<file path="config.mk">
export PLATFORM = sky130hd
export DESIGN_NAME = spi_flash_responder
export DESIGN_NICKNAME = d
export VERILOG_FILES = /design/src/rtl/spi_flash_pkg.sv /design/src/rtl/spi_input_sync.sv /design/src/rtl/spi_flash_responder.sv
export SDC_FILE = /design/constraint.sdc
export NUM_CORES = 1
export LEC_CHECK = 0
export ABC_AREA = 1
export CELL_PAD_IN_SITES_DETAIL_PLACEMENT = 1
export CELL_PAD_IN_SITES_GLOBAL_PLACEMENT = 2
export CORE_UTILIZATION = 31
export CTS_CLUSTER_SIZE = 10
export DETAILED_ROUTE_END_ITERATION = 6
export GPL_TIMING_DRIVEN = 0
export PLACE_DENSITY = 0.88
export SETUP_SLACK_MARGIN = 0.3
export SYNTH_ARGS = -nofsm -noshare
export SYNTH_HDL_FRONTEND = slang
export SYNTH_HIERARCHICAL = 1
export SYNTH_SLANG_ARGS = --single-unit
</file>
<file path="constraint.sdc">
create_clock -name clk -period 1.7 [get_ports clk]
set_input_delay 0.425 -clock clk [delete_from_list [all_inputs] [get_ports clk]]
set_output_delay 0.425 -clock clk [all_outputs]
set_load 0.02 [all_outputs]
</file>
<file path="src/rtl/spi_flash_pkg.sv">
// Shared constants and state encoding for the SPI flash responder.
package spi_flash_pkg;

  localparam int unsigned ADDR_BITS_SPI = 24;
  localparam int unsigned BIT_CNT_W     = 5;

  localparam logic [7:0] CMD_READ = 8'h03;
  localparam logic [7:0] CMD_RDID = 8'h9F;
  localparam logic [7:0] CMD_RDSR = 8'h05;

  typedef enum logic [2:0] {
    ST_IDLE,
    ST_CMD,
    ST_ADDR,
    ST_DATA,
    ST_ID,
    ST_STAT,
    ST_IGNORE
  } state_t;

endpackage

</file>
<file path="src/rtl/spi_input_sync.sv">
// Synchronizes the asynchronous SPI pins into clk and flags SCK/CS edges.
// Ports:
//   clk, reset_n   system clock, synchronous active-low reset
//   sck, cs, mosi  raw SPI pins
//   cs_s, mosi_s   synchronized CS level and MOSI
//   sck_rise_c     synchronized SCK rose this clk
//   sck_fall_c     synchronized SCK fell this clk
//   cs_fall_c      synchronized CS fell this clk
module spi_input_sync #(
  parameter int unsigned SYNC_STAGES = 2
) (
  input  logic clk,
  input  logic reset_n,
  input  logic sck,
  input  logic cs,
  input  logic mosi,
  output logic cs_s,
  output logic mosi_s,
  output logic sck_rise_c,
  output logic sck_fall_c,
  output logic cs_fall_c
);

  logic [SYNC_STAGES-1:0] sck_q;
  logic [SYNC_STAGES-1:0] cs_q;
  logic [SYNC_STAGES-1:0] mosi_q;
  logic                   sck_prev;
  logic                   cs_prev;

  // Synchronizer chains; CS resets to its idle (deselected) level.
  always_ff @(posedge clk) begin
    if (!reset_n) begin
      sck_q    <= '0;
      cs_q     <= '1;
      mosi_q   <= '0;
      sck_prev <= 1'b0;
      cs_prev  <= 1'b1;
    end else begin
      sck_q    <= {sck_q[SYNC_STAGES-2:0], sck};
      cs_q     <= {cs_q[SYNC_STAGES-2:0], cs};
      mosi_q   <= {mosi_q[SYNC_STAGES-2:0], mosi};
      sck_prev <= sck_q[SYNC_STAGES-1];
      cs_prev  <= cs_q[SYNC_STAGES-1];
    end
  end

  assign cs_s       = cs_q[SYNC_STAGES-1];
  assign mosi_s     = mosi_q[SYNC_STAGES-1];
  assign sck_rise_c = sck_q[SYNC_STAGES-1] & ~sck_prev;
  assign sck_fall_c = ~sck_q[SYNC_STAGES-1] & sck_prev;
  assign cs_fall_c  = ~cs_q[SYNC_STAGES-1] & cs_prev;

endmodule

</file>
<file path="src/rtl/spi_flash_responder.sv">
// SPI mode-0 serial flash emulator: decodes READ/RDID/RDSR and streams bytes
// from an external byte-wide read port.
// Ports:
//   clk, reset_n                  system clock, synchronous active-low reset
//   i_SPI_CLK/i_SPI_CS/i_SPI_MOSI SPI pins from the initiator (async)
//   o_SPI_MISO, o_SPI_MISO_OE     serial response and its pad enable
//   o_MEM_ADDR, o_MEM_RD          backing memory address and 1-clk read strobe
//   i_MEM_DATA                    read data, valid the clk after o_MEM_RD
//   o_BUSY                        synchronized CS is low
//   o_CMD                         last complete opcode
module spi_flash_responder
  import spi_flash_pkg::*;
#(
  parameter int unsigned ADDR_W      = 16,
  parameter logic [23:0] JEDEC_ID    = 24'hEF4016,
  parameter int unsigned SYNC_STAGES = 2
) (
  input  logic              clk,
  input  logic              reset_n,
  input  logic              i_SPI_CLK,
  input  logic              i_SPI_CS,
  input  logic              i_SPI_MOSI,
  output logic              o_SPI_MISO,
  output logic              o_SPI_MISO_OE,
  output logic [ADDR_W-1:0] o_MEM_ADDR,
  output logic              o_MEM_RD,
  input  logic [7:0]        i_MEM_DATA,
  output logic              o_BUSY,
  output logic [7:0]        o_CMD
);

  localparam logic [BIT_CNT_W-1:0] LAST_BYTE_BIT = BIT_CNT_W'(7);
  localparam logic [BIT_CNT_W-1:0] LAST_ADDR_BIT = BIT_CNT_W'(ADDR_BITS_SPI - 1);

  logic cs_s, mosi_s, sck_rise, sck_fall, cs_fall;

  spi_input_sync #(.SYNC_STAGES(SYNC_STAGES)) u_sync (
    .clk        (clk),
    .reset_n    (reset_n),
    .sck        (i_SPI_CLK),
    .cs         (i_SPI_CS),
    .mosi       (i_SPI_MOSI),
    .cs_s       (cs_s),
    .mosi_s     (mosi_s),
    .sck_rise_c (sck_rise),
    .sck_fall_c (sck_fall),
    .cs_fall_c  (cs_fall)
  );

  state_t                state, state_nxt;
  logic [BIT_CNT_W-1:0]  bit_cnt, bit_cnt_nxt;
  logic [6:0]            rx_sr, rx_nxt;
  logic [ADDR_W-2:0]     addr_sr, addr_nxt;
  logic [7:0]            tx_sr, tx_nxt;
  logic                  miso, miso_nxt;
  logic                  miso_oe, oe_nxt;
  logic [ADDR_W-1:0]     mem_addr, mem_addr_nxt;
  logic                  mem_rd, mem_rd_nxt;
  logic                  load_pend, load_nxt;
  logic                  busy, busy_nxt;
  logic [7:0]            cmd, cmd_nxt;
  logic [1:0]            id_idx, id_idx_nxt;
  logic [7:0]            rx_byte;
  logic [ADDR_W-1:0]     addr_word;
  logic [7:0]            tx_cur;

  function automatic logic [7:0] id_byte(input logic [1:0] idx);
    case (idx)
      2'd0:    return JEDEC_ID[23:16];
      2'd1:    return JEDEC_ID[15:8];
      default: return JEDEC_ID[7:0];
    endcase
  endfunction

  // State and datapath registers.
  always_ff @(posedge clk) begin
    if (!reset_n) begin
      state     <= ST_IDLE;
      bit_cnt   <= '0;
      rx_sr     <= '0;
      addr_sr   <= '0;
      tx_sr     <= '0;
      miso      <= 1'b0;
      miso_oe   <= 1'b0;
      mem_addr  <= '0;
      mem_rd    <= 1'b0;
      load_pend <= 1'b0;
      busy      <= 1'b0;
      cmd       <= '0;
      id_idx    <= '0;
    end else begin
      state     <= state_nxt;
      bit_cnt   <= bit_cnt_nxt;
      rx_sr     <= rx_nxt;
      addr_sr   <= addr_nxt;
      tx_sr     <= tx_nxt;
      miso      <= miso_nxt;
      miso_oe   <= oe_nxt;
      mem_addr  <= mem_addr_nxt;
      mem_rd    <= mem_rd_nxt;
      load_pend <= load_nxt;
      busy      <= busy_nxt;
      cmd       <= cmd_nxt;
      id_idx    <= id_idx_nxt;
    end
  end

  // Next-state and datapath logic.
  always_comb begin
    state_nxt    = state;
    bit_cnt_nxt  = bit_cnt;
    rx_nxt       = rx_sr;
    addr_nxt     = addr_sr;
    tx_nxt       = tx_sr;
    miso_nxt     = miso;
    oe_nxt       = miso_oe;
    mem_addr_nxt = mem_addr;
    mem_rd_nxt   = 1'b0;
    load_nxt     = mem_rd;   // memory data arrives the clk after the strobe
    busy_nxt     = ~cs_s;
    cmd_nxt      = cmd;
    id_idx_nxt   = id_idx;
    rx_byte      = {rx_sr, mosi_s};
    addr_word    = {addr_sr, mosi_s};
    tx_cur       = load_pend ? i_MEM_DATA : tx_sr;

    if (cs_s) begin
      // Deselect beats any SCK edge seen in the same clk.
      state_nxt   = ST_IDLE;
      bit_cnt_nxt = '0;
      oe_nxt      = 1'b0;
      miso_nxt    = 1'b0;
      load_nxt    = 1'b0;
    end else begin
      case (state)
        ST_IDLE: begin
          if (cs_fall) begin
            state_nxt   = ST_CMD;
            bit_cnt_nxt = '0;
          end
        end
        ST_CMD: begin
          if (sck_rise) begin
            rx_nxt      = rx_byte[6:0];
            bit_cnt_nxt = bit_cnt + BIT_CNT_W'(1);
            if (bit_cnt == LAST_BYTE_BIT) begin
              bit_cnt_nxt = '0;
              cmd_nxt     = rx_byte;
              case (rx_byte)
                CMD_READ: state_nxt = ST_ADDR;
                CMD_RDID: begin
                  state_nxt  = ST_ID;
                  tx_nxt     = id_byte(2'd0);
                  id_idx_nxt = 2'd1;
                  oe_nxt     = 1'b1;
                end
                CMD_RDSR: begin
                  state_nxt = ST_STAT;
                  tx_nxt    = 8'h00;
                  oe_nxt    = 1'b1;
                end
                default: state_nxt = ST_IGNORE;
              endcase
            end
          end
        end
        ST_ADDR: begin
          if (sck_rise) begin
            addr_nxt    = addr_word[ADDR_W-2:0];
            bit_cnt_nxt = bit_cnt + BIT_CNT_W'(1);
            if (bit_cnt == LAST_ADDR_BIT) begin
              bit_cnt_nxt  = '0;
              mem_addr_nxt = addr_word;
              mem_rd_nxt   = 1'b1;
              oe_nxt       = 1'b1;
              state_nxt    = ST_DATA;
            end
          end
        end
        ST_DATA: begin
          tx_nxt = tx_cur;
          if (sck_fall) begin
            miso_nxt = tx_cur[7];
            tx_nxt   = {tx_cur[6:0], 1'b0};
          end
          if (sck_rise) begin
            bit_cnt_nxt = bit_cnt + BIT_CNT_W'(1);
            if (bit_cnt == LAST_BYTE_BIT) begin
              // Prefetch the next byte; the address wraps at 2^ADDR_W.
              bit_cnt_nxt  = '0;
              mem_addr_nxt = mem_addr + ADDR_W'(1);
              mem_rd_nxt   = 1'b1;
            end
          end
        end
        ST_ID, ST_STAT: begin
          if (sck_fall) begin
            miso_nxt = tx_sr[7];
            tx_nxt   = {tx_sr[6:0], 1'b0};
          end
          if (sck_rise) begin
            bit_cnt_nxt = bit_cnt + BIT_CNT_W'(1);
            if (bit_cnt == LAST_BYTE_BIT) begin
              bit_cnt_nxt = '0;
              if (state == ST_ID) begin
                tx_nxt     = id_byte(id_idx);
                id_idx_nxt = (id_idx == 2'd2) ? 2'd0 : id_idx + 2'd1;
              end else begin
                tx_nxt = 8'h00;
              end
            end
          end
        end
        ST_IGNORE: begin
          oe_nxt = 1'b0;
        end
        default: begin
          state_nxt = ST_IDLE;
        end
      endcase
    end
  end

  assign o_SPI_MISO    = miso;
  assign o_SPI_MISO_OE = miso_oe;
  assign o_MEM_ADDR    = mem_addr;
  assign o_MEM_RD      = mem_rd;
  assign o_BUSY        = busy;
  assign o_CMD         = cmd;

endmodule

</file>
==> impl_metrics.tcl <==
set metrics [dict create \
    run_status "finished, final reports clean" \
    cts_buffer_depth 2 \
    cp_top_family "simple AND/OR/NAND/NOR gates" \
    rows 42 \
    whs_ns 0.311 \
    syn_to_final_growth_pct 42.4 \
    root_buffer "clkbuf_16" \
    cts_tree "yes" \
    worst_slew_pin_slew_ns 0.619 \
    final_common_cell "nand2_1" \
    dp_hpwl_um 9890 \
    cap_violations 0 \
    ant_nets 0 \
    grt_pass1_wl_um 24400 \
    place.port_buffers 39 \
    cts_buffers 9 \
    yosys_warnings 6 \
    grt_max_degree 13 \
    preCtsSetupSlack_ns -0.226 \
    tns_ns 0 \
    fill_cells 1740 \
    synth_nets 688 \
    period_share_pct 94.7 \
    antenna_found_initial 0 \
    clkSinkCount 77 \
    vias 4807 \
    setup_viol 0 \
    postSynthAreaPerCell_um2 6.29 \
    finalHoldViolations 0 \
    place_area_um2 4890 \
    drtIter0Drc 267 \
    rsz0062_at_grt "yes" \
    crit_fanout 6 \
    finClkSkew_ns 0.00910 \
    wire_per_inst_um 16.8 \
    grt_pass1_vias 4877 \
    overflow 0 \
    fmax_mhz 621 \
    die_w_um 119 \
    place_congestion 0.846 \
    crit_path_start_kind "register" \
    cpPeakStageDelay_ns 0.35 \
    timing.max_slew.rel_slack_pct 58.7 \
    drc 0 \
    die_h_um 119 \
    dpl.cell_count 888 \
    drive_above_1_share_pct 32.2 \
    core_area_um2 13300 \
    wl_um 16000 \
    hold_class "input port to register" \
    yosysUniqueCellTypes 31 \
    finalWorstPathRequiredPeriod_ns 1.61 \
    io_pins 41 \
    syn_inst 673 \
    cp.required_ns 1.97 \
    crit_buf_inv 3 \
    ys_ff_latch 77 \
    p_leak_nw 2.56 \
    cp-end-kind "register" \
    postLayoutCellArea_um2 6030 \
    routed_via_density 5.05 \
    fin_cells 952 \
    slowest_stage "dfxtp_4" \
    dr.pass1.iters 4 \
    htree_levels 3 \
    crit_arrival_ns 1.88 \
    postCtsHoldBufs 0 \
    cp_cell_sequence "ha_4, nand2_8, inv_8, nand3_2, nand2_2, buf_6, nand2_2, inv_2, nand3_4, nand2_2, nand2_1, nor2_1" \
    synth_edf_count 0 \
    path_clk_slew_ns 0.06 \
    setup_slack_ns 0.0898 \
    mostFrequentLayoutCells "nand2_1 (148), nor2_1 (84), inv_1 (67)" \
    crit_type "register to register" \
    num_antenna_cells 0 \
    ys_seq_area_share_pct 36.4 \
    async_flop_share_pct 0 \
    grt_usage_pct 21.8 \
    peakVddDrop_uv 450 \
    syn_area_um2 4230 \
    clk_latency_ns 0.35 \
    final-max-slew-violation-count 0 \
    r2r_slack_ns 0.09 \
    synth_flop_cell "dfxtp_1" \
    dieArea_um2 14100 \
    power.density_nw_per_um2 663 \
    initial_core_util_pct 31.8 \
    cp_common_cell "nand2_2" \
    fin_nets 787 \
]
[through the flow]
| stage | utilization [%] | total power [W] |
|---|---|---|
| final | 45.3 | 0.00399 |
| after global routing | 45.3 | 0.00412 |
| after CTS | 43.1 | 0.00399 |
| after detailed placement | 36.8 | 0.00201 |
| after global placement | 36.8 | 0.00201 |
| after floorplan | - | 0.00195 |
[path summary, 6_finish.rpt]
| check | from | end | cells past startpoint |
|---|---|---|---|
| worst max register to register | bit_cnt[0] | state[2] | 12 |
| worst min-delay path | reset_n | u_sync/cs_q[0] | 2 |
| worst max-delay path | bit_cnt[0] | state[2] | 12 |
| worst min register to register | u_sync/sck_q[0] | u_sync/sck_q[1] | 2 |
[worst reg2reg max path, stage by stage, from the launching register on]
cell and delay [ns]:
dfxtp_4 0.35, ha_4 0.16, nand2_8 0.08, inv_8 0.09, nand3_2 0.06, nand2_2 0.11
buf_6 0.13, nand2_2 0.05, inv_2 0.07, nand3_4 0.12, nand2_2 0.12, nand2_1 0.06
nor2_1 0.14
[routing by layer]
layer	wire (um)	global-route usage, %	vias up
met4	416	7.75	0
met3	435	3.64	32
met1	6910	27.0	2362
met5	0	0	-
met2	8250	37.9	72
li1	-	-	2341
[where the power goes]
| group | internal [W] | leakage (nW) | switching, W |
|---|---|---|---|
| sequential | 0.00181 | 0.633 | 0.00000952 |
| combinational | 0.0000846 | 1.78 | 0.000121 |
| clock | 0.00117 | 0.145 | 0.000800 |
| total | 0.00306 | 2.56 | 0.000931 |
[what timing repair did]
item,in CTS,in global routing
resized for setup,217,90
setup buffers,27,16
setup endpoints to repair,92,74
gates cloned,6,0
pin swaps,24,28
[Yosys cell counts (3+ instances only)]
cell type  number  area (um^2)
inv_2           5         18.8
nor2_1        111          417
buf_6           3         33.8
buf_2           9         45.0
o21ai_1         7         35.0
nand2_1       170          638
buf_4           3         22.5
dfxtp_1        77         1540
a211oi_1        5         37.5
nand2_2         6         37.5
nor2_4          6         67.6
inv_1          80          300
a21oi_1        49          245
nand3_1        50          250
o21ai_0        53          265
clkbuf_1        9         33.8
nand4_1        10         62.6
nor2_2          3         18.8
o21bai_1        3         22.5
[flip-flops by register name, indices dropped and copies added, names as in the netlist, 3 cells and up]
signal	cells
o_CMD	8
tx_sr	8
rx_sr	7
addr_sr	15
bit_cnt	5
o_MEM_ADDR	16
state	3
[area by class of cell]
cell class                 instances  area [um^2]  area share, %
clock buffer                      11          243           4.03
sequential                        77         1580           26.2
tap                              176          220           3.65
multi-input combinational        486         2660           44.2
inverter                          85          342           5.67
buffer                            25          205           3.41
clock inverter                     4         48.8          0.810
timing repair inverter             1         7.51          0.125
timing repair buffer              87          718           11.9
[logic make-up (layout without fill, tap and decap cells)]
kind of cell               after synthesis  after routing  share of synthesized area, %
adders and majority gates                2              2                         0.591
buffers and inverters                  110            213                          10.8
DFF                                     77             77                          36.4
AOI/OAI and AO/OA                      120            120                          15.1
xor gates and xnor gates                 1              1                         0.207
and+or+nand+nor                        363            363                          36.9
Note: power is estimated with default switching activity, not from simulation.
